--- src/rtl/io_sync_filter_3v.sv ---
`timescale 1ns/100ps
`default_nettype none
// ============================================================================
// Module   : io_sync_filter_3v
// Purpose  : Multi-channel pad-input conditioner for the 3V domain. Each
//            channel has a synchroniser chain, optional inversion, a
//            programmable glitch filter and a force-to-constant (tie)
//            override. It produces a registered level plus one-cycle
//            rise/fall pulses.
// Ports    : clk        - single clock
//            resetn     - asynchronous active-low reset
//            din        - raw asynchronous pad inputs          [NCH]
//            invert     - 1 = invert synchronised value        [NCH]
//            filt_en    - glitch filter enable                 [NCH]
//            filt_len   - shared filter length L in cycles     [CNT_W]
//            force_en   - 1 = ignore din, drive force_val      [NCH]
//            force_val  - tie level used under force_en        [NCH]
//            dout       - conditioned registered level         [NCH]
//            rise/fall  - one-cycle pulses on dout edges       [NCH]
//            busy       - filter counter nonzero               [NCH]
// Revision : 1.0 - initial release
// ============================================================================
module io_sync_filter_3v #(
    parameter int             NCH         = 4,
    parameter int             SYNC_STAGES = 2,
    parameter int             CNT_W       = 4,
    parameter logic [NCH-1:0] RESET_VAL   = {NCH{1'b0}}
) (
    input  logic             clk,
    input  logic             resetn,
    input  logic [NCH-1:0]   din,
    input  logic [NCH-1:0]   invert,
    input  logic [NCH-1:0]   filt_en,
    input  logic [CNT_W-1:0] filt_len,
    input  logic [NCH-1:0]   force_en,
    input  logic [NCH-1:0]   force_val,
    output logic [NCH-1:0]   dout,
    output logic [NCH-1:0]   rise,
    output logic [NCH-1:0]   fall,
    output logic [NCH-1:0]   busy
);

    localparam logic [CNT_W-1:0] c_one = CNT_W'(1);

    // A single-stage chain is not a synchroniser; refuse to elaborate.
    if (SYNC_STAGES < 2) begin : g_bad_sync_stages
        $error("io_sync_filter_3v: SYNC_STAGES must be at least 2");
    end

    // Shared length decode. w_len_m1 is only consulted when L >= 2, so the
    // wrap at L = 0 is never observed.
    logic             w_len_short;
    logic [CNT_W-1:0] w_len_m1;

    assign w_len_short = (filt_len <= c_one);
    assign w_len_m1    = filt_len - c_one;

    for (genvar gi = 0; gi < NCH; gi++) begin : g_ch
        logic [SYNC_STAGES-1:0] r_sync;
        logic                   r_dout;
        logic                   r_rise;
        logic                   r_fall;
        logic [CNT_W-1:0]       r_cnt;
        logic                   w_s;
        logic                   w_next_dout;
        logic [CNT_W-1:0]       w_next_cnt;

        assign w_s = r_sync[SYNC_STAGES-1] ^ invert[gi];

        // Priority: force, filter bypass, glitch reject, commit, count.
        // The ">=" lets a shortened filt_len commit on the next mismatching
        // cycle; since it fires before the counter can exceed L-1 the
        // counter never wraps.
        always_comb begin
            w_next_dout = r_dout;
            w_next_cnt  = '0;
            if (force_en[gi]) begin
                w_next_dout = force_val[gi];
            end else if (!filt_en[gi] || w_len_short) begin
                w_next_dout = w_s;
            end else if (w_s == r_dout) begin
                w_next_cnt = '0;
            end else if (r_cnt >= w_len_m1) begin
                w_next_dout = w_s;
            end else begin
                w_next_cnt = r_cnt + c_one;
            end
        end

        always_ff @(posedge clk or negedge resetn) begin
            if (!resetn) begin
                r_sync <= {SYNC_STAGES{RESET_VAL[gi]}};
                r_dout <= RESET_VAL[gi];
                r_cnt  <= '0;
                r_rise <= 1'b0;
                r_fall <= 1'b0;
            end else begin
                r_sync <= {r_sync[SYNC_STAGES-2:0], din[gi]};
                r_dout <= w_next_dout;
                r_cnt  <= w_next_cnt;
                r_rise <= ~r_dout & w_next_dout;
                r_fall <= r_dout & ~w_next_dout;
            end
        end

        assign dout[gi] = r_dout;
        assign rise[gi] = r_rise;
        assign fall[gi] = r_fall;
        assign busy[gi] = (r_cnt != '0);
    end

endmodule
`default_nettype wire

--- config.mk ---
export PLATFORM = sky130hd
export DESIGN_NAME = io_sync_filter_3v
export DESIGN_NICKNAME = d
export VERILOG_FILES = /design/src/rtl/io_sync_filter_3v.sv
export SDC_FILE = /design/constraint.sdc
export NUM_CORES = 1
export LEC_CHECK = 0
export ABC_CLOCK_PERIOD_IN_PS = 4250
export BUFFER_PORTS_ARGS = -buffer_cell sky130_fd_sc_hd__buf_2
export CAP_MARGIN = 10
export CORE_UTILIZATION = 31
export DETAILED_ROUTE_END_ITERATION = 10
export SLEW_MARGIN = 10
export SYNTH_ARGS = -nofsm -noshare
export SYNTH_HDL_FRONTEND = slang
export SYNTH_SLANG_ARGS = --single-unit
export TNS_END_PERCENT = 20
--- constraint.sdc ---
create_clock -name clk -period 4.25 [get_ports clk]
set_input_delay 0.85 -clock clk [delete_from_list [all_inputs] [get_ports clk]]
set_output_delay 0.85 -clock clk [all_outputs]
set_load 0.02 [all_outputs]
==> summary.md <==
| Metric | Value |
|---|---|
| FF+latch count, synth | 36 |
| CTS buffer count | 5 |
| Post-CTS Repair Setup Buffers | 0 |
| Status | finished, final reports clean |
| ANT cells | 0 |
| Hold Fails Final Rpt | 0 |
| First-pass GRT wire length | 7.320 mm |
| Yosys synthesis warning count | 0 |
| Endpoint class of the critical path | flip-flop |
| Max Cap Violations | 0 |
| Antenna violations before repair | 0 |
| Drt total wl | 4.015 mm |
| Hold WC Path Type | flip-flop to flip-flop |
| RSZ-0062 raised after global routing | no |
| Clock transition at path regs | 0.07 ns |
| HPWL after DPL | 3.044 mm |
| PostCTS Resize Cnt | 0 |
| Footprint of the multi-input gates | 1102 um2 |
| Mapped Avg Cell Area | 9.683 um2 |
| P&R area growth vs syn | 14.32% |
| Largest net degree at the start of global routing | 37 |
| Die Ht | 85.27 um |
| Syn Inst Count | 222 |
| Storage element area | 900.9 um2 |
| Placed Area | 2361 um2 |
| Req. time, crit path | 4.41 ns |
| Ratio of cells with drive above 1 in the final layout | 24.03% |
| IR drop worst, VDD | 0.00009225 V |
| Largest area contributor in the netlist | dfrtp_1 |
| CP startpoint kind | input pin |
| Crit-path leading delay family | adder cells |
| CTS tree | built |
| CTS Hold Bufs | 0 |
| Synth top cells by count | dfrtp_1, nor2_1, nand2_1, ha_1, inv_1 |
| Clk sinks | 36 |
| Final WS setup | 1.493 ns |
| Final setup viols | 0 |
| Met1 usage | 16.46% |
| Most used DFF post-synth | dfrtp_1 |
| Slew headroom | 45.24% |
| Leak | 1.198 nW |
| Grt peak-use layer | met2 |
| Die span in x | 85.27 um |
| Htree depth | 2 |
| Fill count | 658 |
| Initial Util | 32.91% |
| GRT met3 Usage | 3.502% |
| Most used cell, CP | ha_1 |
| Worst-Margin Slew | 0.8214 ns |
| Period utilization | 64.87% |
| Synthesized area | 2150 um2 |
| Setup Skew | 0.005718 ns |
| Worst path bufs/invs | 2 |
| Drt first pass iters | 4 |
| CP max FO | 5 |
| Worst path cell trace | buf_2, inv_1, ha_1, xnor2_1, ha_1, a21oi_1, o21ai_0, maj3_2, nor2_2, o22ai_1 |
| Fin nets | 306 |
| GRT Util Overall | 12.84% |
| CTS root buf | clkbuf_8 |
| Min Tclk post-route | 2.757 ns |
| DRC | 0 |
| Yosys top cell area share | 41.91% |
| Power Dens Cells | 325.6 nW/um2 |
| Fin. max-slew vios | 0 |
| Design area | 2457 um2 |
| Die area | 7271 um2 |
| Clk_lat worst skew | 0.28 ns |
| Iter 0 DRT Violations | 41 |
| Vias per cell | 4.687 |
| Core Util, Final | 37.62% |
| IO Count | 42 |
| Seq/Total Area, Yosys | 41.91% |
| Clk buf depth | 2 |
| Antenna Nets Post-Route | 0 |
| Syn_nets | 270 |
| Crit Path Class | input pin to flip-flop |
| F_max | 362.7 MHz |
| Setup_tns | 0 ns |
| Synth unique cells | 25 |
| Core area | 6531 um2 |
| Dpl ws | 1.210 ns |
| Synth top area cells | dfrtp_1, ha_1, xnor2_1, buf_4, nor2_1 |
| Remaining global-route overflow | 0 |
| Port-buffer cells | 41 |
| Row count | 29 |
| GPL Wtd Cong | 0.7574 |
| Arr. time, crit path | 2.92 ns |
| CP max stage cell | maj3_2 |
| Met2 usage in global routing | 20.89% |
| EDFF count, synth | 0 |
| Wire per inst | 11.99 um |
| CP peak stage delay | 0.35 ns |
| Asr flop ratio synth | 100.0% |
| DR vias | 1570 |
| Most common cell in the netlist | dfrtp_1 |
| Number of global-route vias before repair | 1592 |
## layout by cell type, fill, tap and decap left out, types with 5 or more instances in the layout
| master | netlist | final |
|---|---|---|
| ha_1 | 22 | 22 |
| a21oi_1 | 8 | 8 |
| clkbuf_8 | 0 | 7 |
| nand2_1 | 23 | 23 |
| xor2_1 | 5 | 5 |
| buf_2 | 0 | 41 |
| xnor2_1 | 13 | 13 |
| inv_1 | 15 | 15 |
| nor2_1 | 24 | 24 |
| o22ai_1 | 8 | 8 |
| nand3_1 | 9 | 9 |
| dfrtp_1 | 36 | 36 |
## worst reg2reg max path, stage by stage, from the launching register on
cell and delay (ns):
dfrtp_1 0.43, ha_1 0.33, a21oi_1 0.20, o21ai_0 0.13, maj3_2 0.35, nor2_2 0.15
o22ai_1 0.11
## per-layer routing
layer / share of wire [%] / vias to the layer above
li1: - / 807
met1: 48 / 733
met2: 46 / 24
met3: 4.1 / 6
met4: 1.6 / 0
met5: 0 / -
## kinds of logic (layout without fill, tap and decap cells)
group           count (synthesis)  count (layout)  share of synthesized area [%]
compound gates                 29              29                          8.149
buf+inv                        27              63                          6.810
fa+ha+maj                      30              30                          16.76
flops                          36              36                          41.91
simple gates                   81              81                          18.28
xor+xnor                       19              19                          8.091
## path summary, 6_finish.rpt
| kind | slack [ns] | cells after the start | start | to |
|---|---|---|---|---|
| min in group asynchronous | 0.66 | 1 | resetn | g_ch[2].r_sync[0] |
| hold / removal | 0.35 | 0 | g_ch[3].r_sync[0] | g_ch[3].r_sync[1] |
| setup / recovery | 1.49 | 10 | filt_len[0] | g_ch[3].r_fall |
| hold reg to reg | 0.35 | 0 | g_ch[3].r_sync[0] | g_ch[3].r_sync[1] |
| max in group asynchronous | 3.07 | 1 | resetn | g_ch[1].r_cnt[3] |
| setup reg to reg | 2.45 | 6 | g_ch[3].r_cnt[2] | g_ch[3].r_fall |
## sequential cells by signal, indices dropped and copies added, names as in the netlist
name,cells
g_ch.r_cnt,16
g_ch.r_sync,8
g_ch.r_dout,4
g_ch.r_fall,4
g_ch.r_rise,4
## stage by stage
| step | std cells | hold WS, ns | power, mW |
|---|---|---|---|
| 2_1_floorplan | 222 | 0.3312 | 0.5030 |
| 3_5_place_dp | 328 | 0.3355 | 0.5464 |
| 5_1_grt | 335 | 0.3615 | 0.8538 |
| 4_1_cts | 335 | 0.3521 | 0.8141 |
| 6_report | 335 | 0.3502 | 0.8002 |
| 3_3_place_gp | 328 | 0.3337 | 0.5441 |
## report_power, final
| group | internal [mW] | switching, mW | leakage [nW] |
|---|---|---|---|
| Sequential | 0.361 | 0.0151 | 0.468 |
| Clock | 0.144 | 0.118 | 0.0503 |
| Combinational | 0.0655 | 0.0956 | 0.680 |
| Total | 0.571 | 0.229 | 1.20 |
## area by class of cell
class / instances / area share (%)
Clock buffer: 7 / 3.921
Inverter: 15 / 2.291
Multi-Input combinational cell: 159 / 44.86
Sequential cell: 36 / 36.66
Tap cell: 77 / 3.921
Timing Repair Buffer: 41 / 8.350
Note: power is estimated with default switching activity, not from simulation.
